--- config.mk ---
export PLATFORM = sky130hd
export DESIGN_NAME = mem_slave_sequencer
export DESIGN_NICKNAME = d
export VERILOG_FILES = /design/src/rtl/mem_slave_sequencer.sv
export SDC_FILE = /design/constraint.sdc
export NUM_CORES = 1
export LEC_CHECK = 0
export BUFFER_PORTS_ARGS = -buffer_cell sky130_fd_sc_hd__clkbuf_2
export CAP_MARGIN = 20
export CELL_PAD_IN_SITES_DETAIL_PLACEMENT = 1
export CELL_PAD_IN_SITES_GLOBAL_PLACEMENT = 1
export CORE_ASPECT_RATIO = 1.1
export CORE_MARGIN = 2
export CORE_UTILIZATION = 32
export CTS_BUF_LIST = sky130_fd_sc_hd__clkbuf_2 sky130_fd_sc_hd__clkbuf_4 sky130_fd_sc_hd__clkbuf_8
export DETAILED_ROUTE_END_ITERATION = 8
export MAX_ROUTING_LAYER = met4
export PLACE_DENSITY_LB_ADDON = 0.1
export SLEW_MARGIN = 10
export SYNTH_ARGS = -nofsm -noshare
export SYNTH_HDL_FRONTEND = slang
export SYNTH_SLANG_ARGS = --single-unit
--- constraint.sdc ---
create_clock -name CLK -period 3.4 [get_ports CLK]
set_clock_uncertainty 0.1 [all_clocks]
set_input_delay 0.34 -clock CLK [delete_from_list [all_inputs] [get_ports CLK]]
set_output_delay 0.34 -clock CLK [all_outputs]
set_load 0.01 [all_outputs]
--- src/rtl/mem_slave_sequencer.sv ---
// MEM-stage bus sequencer: decodes load/store addresses to a one-hot slave select and
// runs an IDLE/ACCESS/DONE ready handshake. Optional wait timeout: MEM_SEQ_TIMEOUT_EN.
module mem_slave_sequencer #(
   parameter int          TIMEOUT_CYCLES = 255,
   parameter logic [31:0] ERR_RDATA      = 32'hDEAD_BEEF
) (
   input  logic        CLK,
   input  logic        RST,
   input  logic        MemReadM,
   input  logic        MemWriteM,
   input  logic [31:0] ALUOutM,
   input  logic [31:0] WriteDataM,
   input  logic        data_mem_ready,
   input  logic        uart_ready,
   input  logic        timer_ready,
   input  logic        gpio_ready,
   input  logic [31:0] data_mem_rdata,
   input  logic [31:0] uart_rdata,
   input  logic [31:0] timer_rdata,
   input  logic [31:0] gpio_rdata,
   output logic        data_mem_enable,
   output logic        uart_enable,
   output logic        timer_enable,
   output logic        gpio_enable,
   output logic        default_slave_enable,
   output logic [31:0] bus_addr,
   output logic [31:0] bus_wdata,
   output logic        bus_we,
   output logic [31:0] ReadDataM,
   output logic        StallM,
   output logic        bus_error
);

   // state  | meaning
   // IDLE   | waiting for a load/store; latches address, data and select on request
   // ACCESS | selected enable high, waiting for that slave's ready (or timeout)
   // DONE   | access complete, stall released for one cycle, no retrigger
   typedef enum logic [1:0] {S_IDLE, S_ACCESS, S_DONE} state_t;

   if (TIMEOUT_CYCLES < 1 || TIMEOUT_CYCLES > 255) begin : g_bad_timeout
      $error("TIMEOUT_CYCLES must be in 1..255");
   end

   // sel bit order: 0 data_mem, 1 uart, 2 timer, 3 gpio, 4 default slave
   state_t      state_q, state_d;
   logic [4:0]  sel_q, sel_d;
   logic [31:0] addr_q, addr_d;
   logic [31:0] wdata_q, wdata_d;
   logic        we_q, we_d;
   logic [31:0] rdata_q, rdata_d;
   logic        err_q, err_d;

   logic        request;
   logic [4:0]  sel_dec;
   logic        sel_ready;
   logic [31:0] sel_rdata;

`ifdef MEM_SEQ_TIMEOUT_EN
   localparam logic [7:0] TMO_LAST = 8'(TIMEOUT_CYCLES - 1);
   logic [7:0]  wait_cnt_q, wait_cnt_d;
`endif

   assign request = MemReadM | MemWriteM;

   always_comb begin
      sel_dec = 5'b10000;
      if (ALUOutM[31:16] == 16'h0000)
         sel_dec = 5'b00001;
      else if (ALUOutM[31:8] == 24'h100000)
         sel_dec = 5'b00010;
      else if (ALUOutM[31:8] == 24'h100001)
         sel_dec = 5'b00100;
      else if (ALUOutM[31:8] == 24'h100002)
         sel_dec = 5'b01000;
   end

   assign sel_ready = |(sel_q[3:0] & {gpio_ready, timer_ready, uart_ready, data_mem_ready});
   assign sel_rdata = ({32{sel_q[0]}} & data_mem_rdata) |
                      ({32{sel_q[1]}} & uart_rdata)     |
                      ({32{sel_q[2]}} & timer_rdata)    |
                      ({32{sel_q[3]}} & gpio_rdata);

   always_comb begin
      state_d = state_q;
      sel_d   = sel_q;
      addr_d  = addr_q;
      wdata_d = wdata_q;
      we_d    = we_q;
      rdata_d = rdata_q;
      err_d   = 1'b0;
`ifdef MEM_SEQ_TIMEOUT_EN
      wait_cnt_d = wait_cnt_q;
`endif
      case (state_q)
         S_IDLE: begin
            if (request) begin
               addr_d  = ALUOutM;
               wdata_d = WriteDataM;
               we_d    = MemWriteM;
               sel_d   = sel_dec;
               state_d = S_ACCESS;
`ifdef MEM_SEQ_TIMEOUT_EN
               wait_cnt_d = 8'd0;
`endif
            end
         end
         S_ACCESS: begin
            if (sel_q[4]) begin
               if (!we_q) rdata_d = ERR_RDATA;
               err_d   = 1'b1;
               sel_d   = 5'b0;
               state_d = S_DONE;
            end else if (sel_ready) begin
               if (!we_q) rdata_d = sel_rdata;
               sel_d   = 5'b0;
               state_d = S_DONE;
            end
`ifdef MEM_SEQ_TIMEOUT_EN
            else if (wait_cnt_q == TMO_LAST) begin
               if (!we_q) rdata_d = ERR_RDATA;
               err_d   = 1'b1;
               sel_d   = 5'b0;
               state_d = S_DONE;
            end else begin
               wait_cnt_d = wait_cnt_q + 8'd1;
            end
`endif
         end
         S_DONE: state_d = S_IDLE;
         default: begin
            state_d = S_IDLE;
            sel_d   = 5'b0;
         end
      endcase
   end

   always_ff @(posedge CLK) begin
      if (RST) begin
         state_q <= S_IDLE;
         sel_q   <= 5'b0;
         addr_q  <= 32'b0;
         wdata_q <= 32'b0;
         we_q    <= 1'b0;
         rdata_q <= 32'b0;
         err_q   <= 1'b0;
`ifdef MEM_SEQ_TIMEOUT_EN
         wait_cnt_q <= 8'd0;
`endif
      end else begin
         state_q <= state_d;
         sel_q   <= sel_d;
         addr_q  <= addr_d;
         wdata_q <= wdata_d;
         we_q    <= we_d;
         rdata_q <= rdata_d;
         err_q   <= err_d;
`ifdef MEM_SEQ_TIMEOUT_EN
         wait_cnt_q <= wait_cnt_d;
`endif
      end
   end

   assign data_mem_enable      = sel_q[0];
   assign uart_enable          = sel_q[1];
   assign timer_enable         = sel_q[2];
   assign gpio_enable          = sel_q[3];
   assign default_slave_enable = sel_q[4];
   assign bus_addr             = addr_q;
   assign bus_wdata            = wdata_q;
   assign bus_we               = we_q;
   assign ReadDataM            = rdata_q;
   assign bus_error            = err_q;
   assign StallM = !RST && (((state_q == S_IDLE) && request) || (state_q == S_ACCESS));

endmodule

==> flow_metrics.env <==
export IMPL_finalSetupViolations=0
export IMPL_holdBufCountCts=0
export IMPL_final_common_cell="clkbuf_2"
export IMPL_p_per_area_mw_per_mm2=418
export IMPL_ys_types=34
export IMPL_fin_crit_sh=0.666
export IMPL_rr_startpoint="sel_q[4]"
export IMPL_seq_power_share=0.514
export IMPL_syn_area_per_cell_sq_um=8.37
export IMPL_io_pins=304
export IMPL_dieArea_sq_mm=0.0155
export IMPL_critPathRequiredTime_ns=2.96
export IMPL_cp_num_buf_inv=2
export IMPL_cts_max_level=3
export IMPL_arrival_ns=1.82
export IMPL_rsz0062_at_grt="no"
export IMPL_pre_cts_ws_ns=1.10
export IMPL_min_delay_start="WriteDataM[27]"
export IMPL_syn_cell_area_sq_mm=0.00464
export IMPL_intPower_mw=1.89
export IMPL_nNetsFinal=1031
export IMPL_cap_violations=0
export IMPL_grt_pass1_wl_microns=27500
export IMPL_synthCells=555
export IMPL_final_hold_violation_count=0
export IMPL_worstSetupStartpointType="flip-flop"
export IMPL_min_path_cells=3
export IMPL_drt_iter0_drc=187
export IMPL_r2r_setup_slack_ns=1.20
export IMPL_cts_tree="done"
export IMPL_wl_per_cell_microns=17.5
export IMPL_area_delta_synth_final_pct=39.0
export IMPL_clkSinkCount=105
export IMPL_grt_usage=0.233
export IMPL_vias_per_cell=5.07
export IMPL_grt_pass1_vias=5321
export IMPL_syn_nets=755
export IMPL_tightest_slew_ns=0.731
export IMPL_synth_seq_area_share=0.453
export IMPL_numPortBuffers=303
export IMPL_setup_ws_ns=1.14
export IMPL_path_clk_slew_ns=0.10
export IMPL_coreArea_sq_mm=0.0143
export IMPL_ys_ff_latch=105
export IMPL_layout_common_cells="clkbuf_2, nand2_1, dfxtp_1, a21oi_1, a22o_1"
export IMPL_slew_headroom=0.513
export IMPL_postCtsSetupRepairBufs=0
export IMPL_cpMaxStageDelayCell="dfxtp_1"
export IMPL_yosys_warnings=0
export IMPL_r2r_cells=5
export IMPL_die_h_microns=130
export IMPL_rows=46
export IMPL_hp_class="in2reg"
export IMPL_cellLeakagePower_nw=2.97
export IMPL_ir_drop_mv=0.203
export IMPL_final_antenna_net_count=0
export IMPL_grt_max_degree=71
export IMPL_numCtsBuffers=9
export IMPL_min_to="bus_wdata[27]"
export IMPL_drc=0
export IMPL_tns_ns=0
export IMPL_worst_path_max_fanout=37
export IMPL_cp_cell_sequence="nor2_1, o21ai_4, buf_4, a21oi_1, clkbuf_2"
export IMPL_slowest_delay_ns=0.38
export IMPL_insertion_delay_ns=0.37
export IMPL_crit_type="reg2out"
export IMPL_layout_drive_gt1_share=0.425
export IMPL_crit_path_end_kind="primary output"
export IMPL_p_clk_frac=0.273
export IMPL_wl_microns=18000
export IMPL_status="finished clean"
export IMPL_routabilityCongestion=0.772
export IMPL_path_delay_family="buffers and inverters"
export IMPL_power_switching_mw=0.810
export IMPL_power_frac_comb=0.213
export IMPL_dr_pass1_iters=5
export IMPL_dp_final_hpwl_microns=13700
export IMPL_antenna_found_initial=3
export IMPL_period_needed_ns=2.26
export IMPL_grt_ovfl_total=0
export IMPL_post_cts_resized=0
export IMPL_initial_core_util=0.324
export IMPL_netSwitchingFraction=0.300
export IMPL_max_freq_ghz=0.442
export IMPL_cts_buffer_depth=2
export IMPL_die_w_microns=119
export IMPL_drv_slew=0
export IMPL_root_buffer="clkbuf_8"
export IMPL_dr_total_vias=5224
export IMPL_rr_endpoint="ReadDataM[31]"
==> layout make-up <==
| type | count | area [sq um] |
|---|---|---|
| multi-input cells | 372 | 2220 |
| well taps | 192 | 240 |
| clock inverters | 2 | 13.8 |
| fillers | 1863 | 7880 |
| repair buffers | 314 | 1600 |
| flip-flops and latches | 105 | 2100 |
| clock buffers | 13 | 166 |
| diodes | 3 | 7.51 |
| inverters | 29 | 109 |
==> stage by stage <==
step	util	hold WS, ns	std cells	power [mW]	cell area, sq um
6_report	0.450	0.0707	1030	2.70	6460
4_1_cts	0.450	0.0511	1027	2.74	6450
3_3_place_gp	0.437	0.342	1012	1.97	6270
2_1_floorplan	-	0.343	555	1.70	4640
5_1_grt	0.450	0.0624	1030	2.86	6460
3_5_place_dp	0.437	0.349	1012	2.00	6270
==> state kept, by name (all words and copies together) (netlist names) <==
register,cells
ReadDataM,32
bus_addr,32
bus_wdata,32
sel_q,5
state_q,2
bus_error,1
bus_we,1
==> worst reg2reg max path: cells and delay by family, from the launching register on <==
kind            cells  cell delay, ns
flops               1            0.60
buf+inv             1            0.35
simple gates        1            0.15
compound gates      3            0.84
==> kinds of logic after synthesis <==
family | count (synthesis) | share of synthesized area
AOI/OAI and AO/OA | 175 | 0.295
and+or+nand+nor | 197 | 0.179
buffers and inverters | 78 | 0.0736
DFF | 105 | 0.453
==> synthesized netlist by cell type, drive strengths merged <==
cell type	instances	share of area
nand2	138	0.11
dfxtp	105	0.45
a21oi	74	0.080
a22o	56	0.11
a221oi	32	0.087
nor2	32	0.026
inv	29	0.023
clkbuf	28	0.023
buf	21	0.027
or3	8	0.011
nand4b	5	0.0094
nor4	4	0.0067
nor3	3	0.0032
o21ai	3	0.0032
o41ai	3	0.0057
and2	2	0.0027
nand2b	2	0.0027
a2111o	1	0.0024
a211o	1	0.0022
a222oi	1	0.0022
a22oi	1	0.0016
a31o	1	0.0019
a31oi	1	0.0013
and4	1	0.0019
nand3	1	0.0011
o311ai	1	0.0019
or4b	1	0.0022
==> per-layer routing <==
| metal | part of all wire | global-route usage | routed length (microns) |
|---|---|---|---|
| met1 | 0.41 | 0.260 | 7410 |
| met4 | 0.031 | 0.117 | 549 |
| met3 | 0.061 | 0.0529 | 1100 |
| met2 | 0.50 | 0.394 | 8920 |
| met5 | 0 | - | 0 |
==> power by group through the flow <==
| stage | Sequential [mW] | Clock (mW) | Combinational (mW) |
|---|---|---|---|
| after floorplan | 1.45 | 0 | 0.251 |
| after global placement | 1.41 | 0 | 0.563 |
| after detailed placement | 1.42 | 0 | 0.585 |
| after CTS | 1.39 | 0.768 | 0.587 |
| after global routing | 1.40 | 0.822 | 0.643 |
| final | 1.39 | 0.736 | 0.576 |
==> worst max-delay path by stage <==
stage | start | to | slack [ns] | depth (start not counted)
finish | state_q[0] | StallM | 1.14 | 5
global route | state_q[0] | StallM | 0.97 | 5
floorplan | sel_q[0] | ReadDataM[13] | 1.67 | 6
detailed placement | data_mem_ready | ReadDataM[31] | 1.10 | 6
CTS | state_q[0] | StallM | 1.09 | 5
global placement | data_mem_ready | ReadDataM[31] | 1.24 | 6
Power figures use the tool's default switching activity.
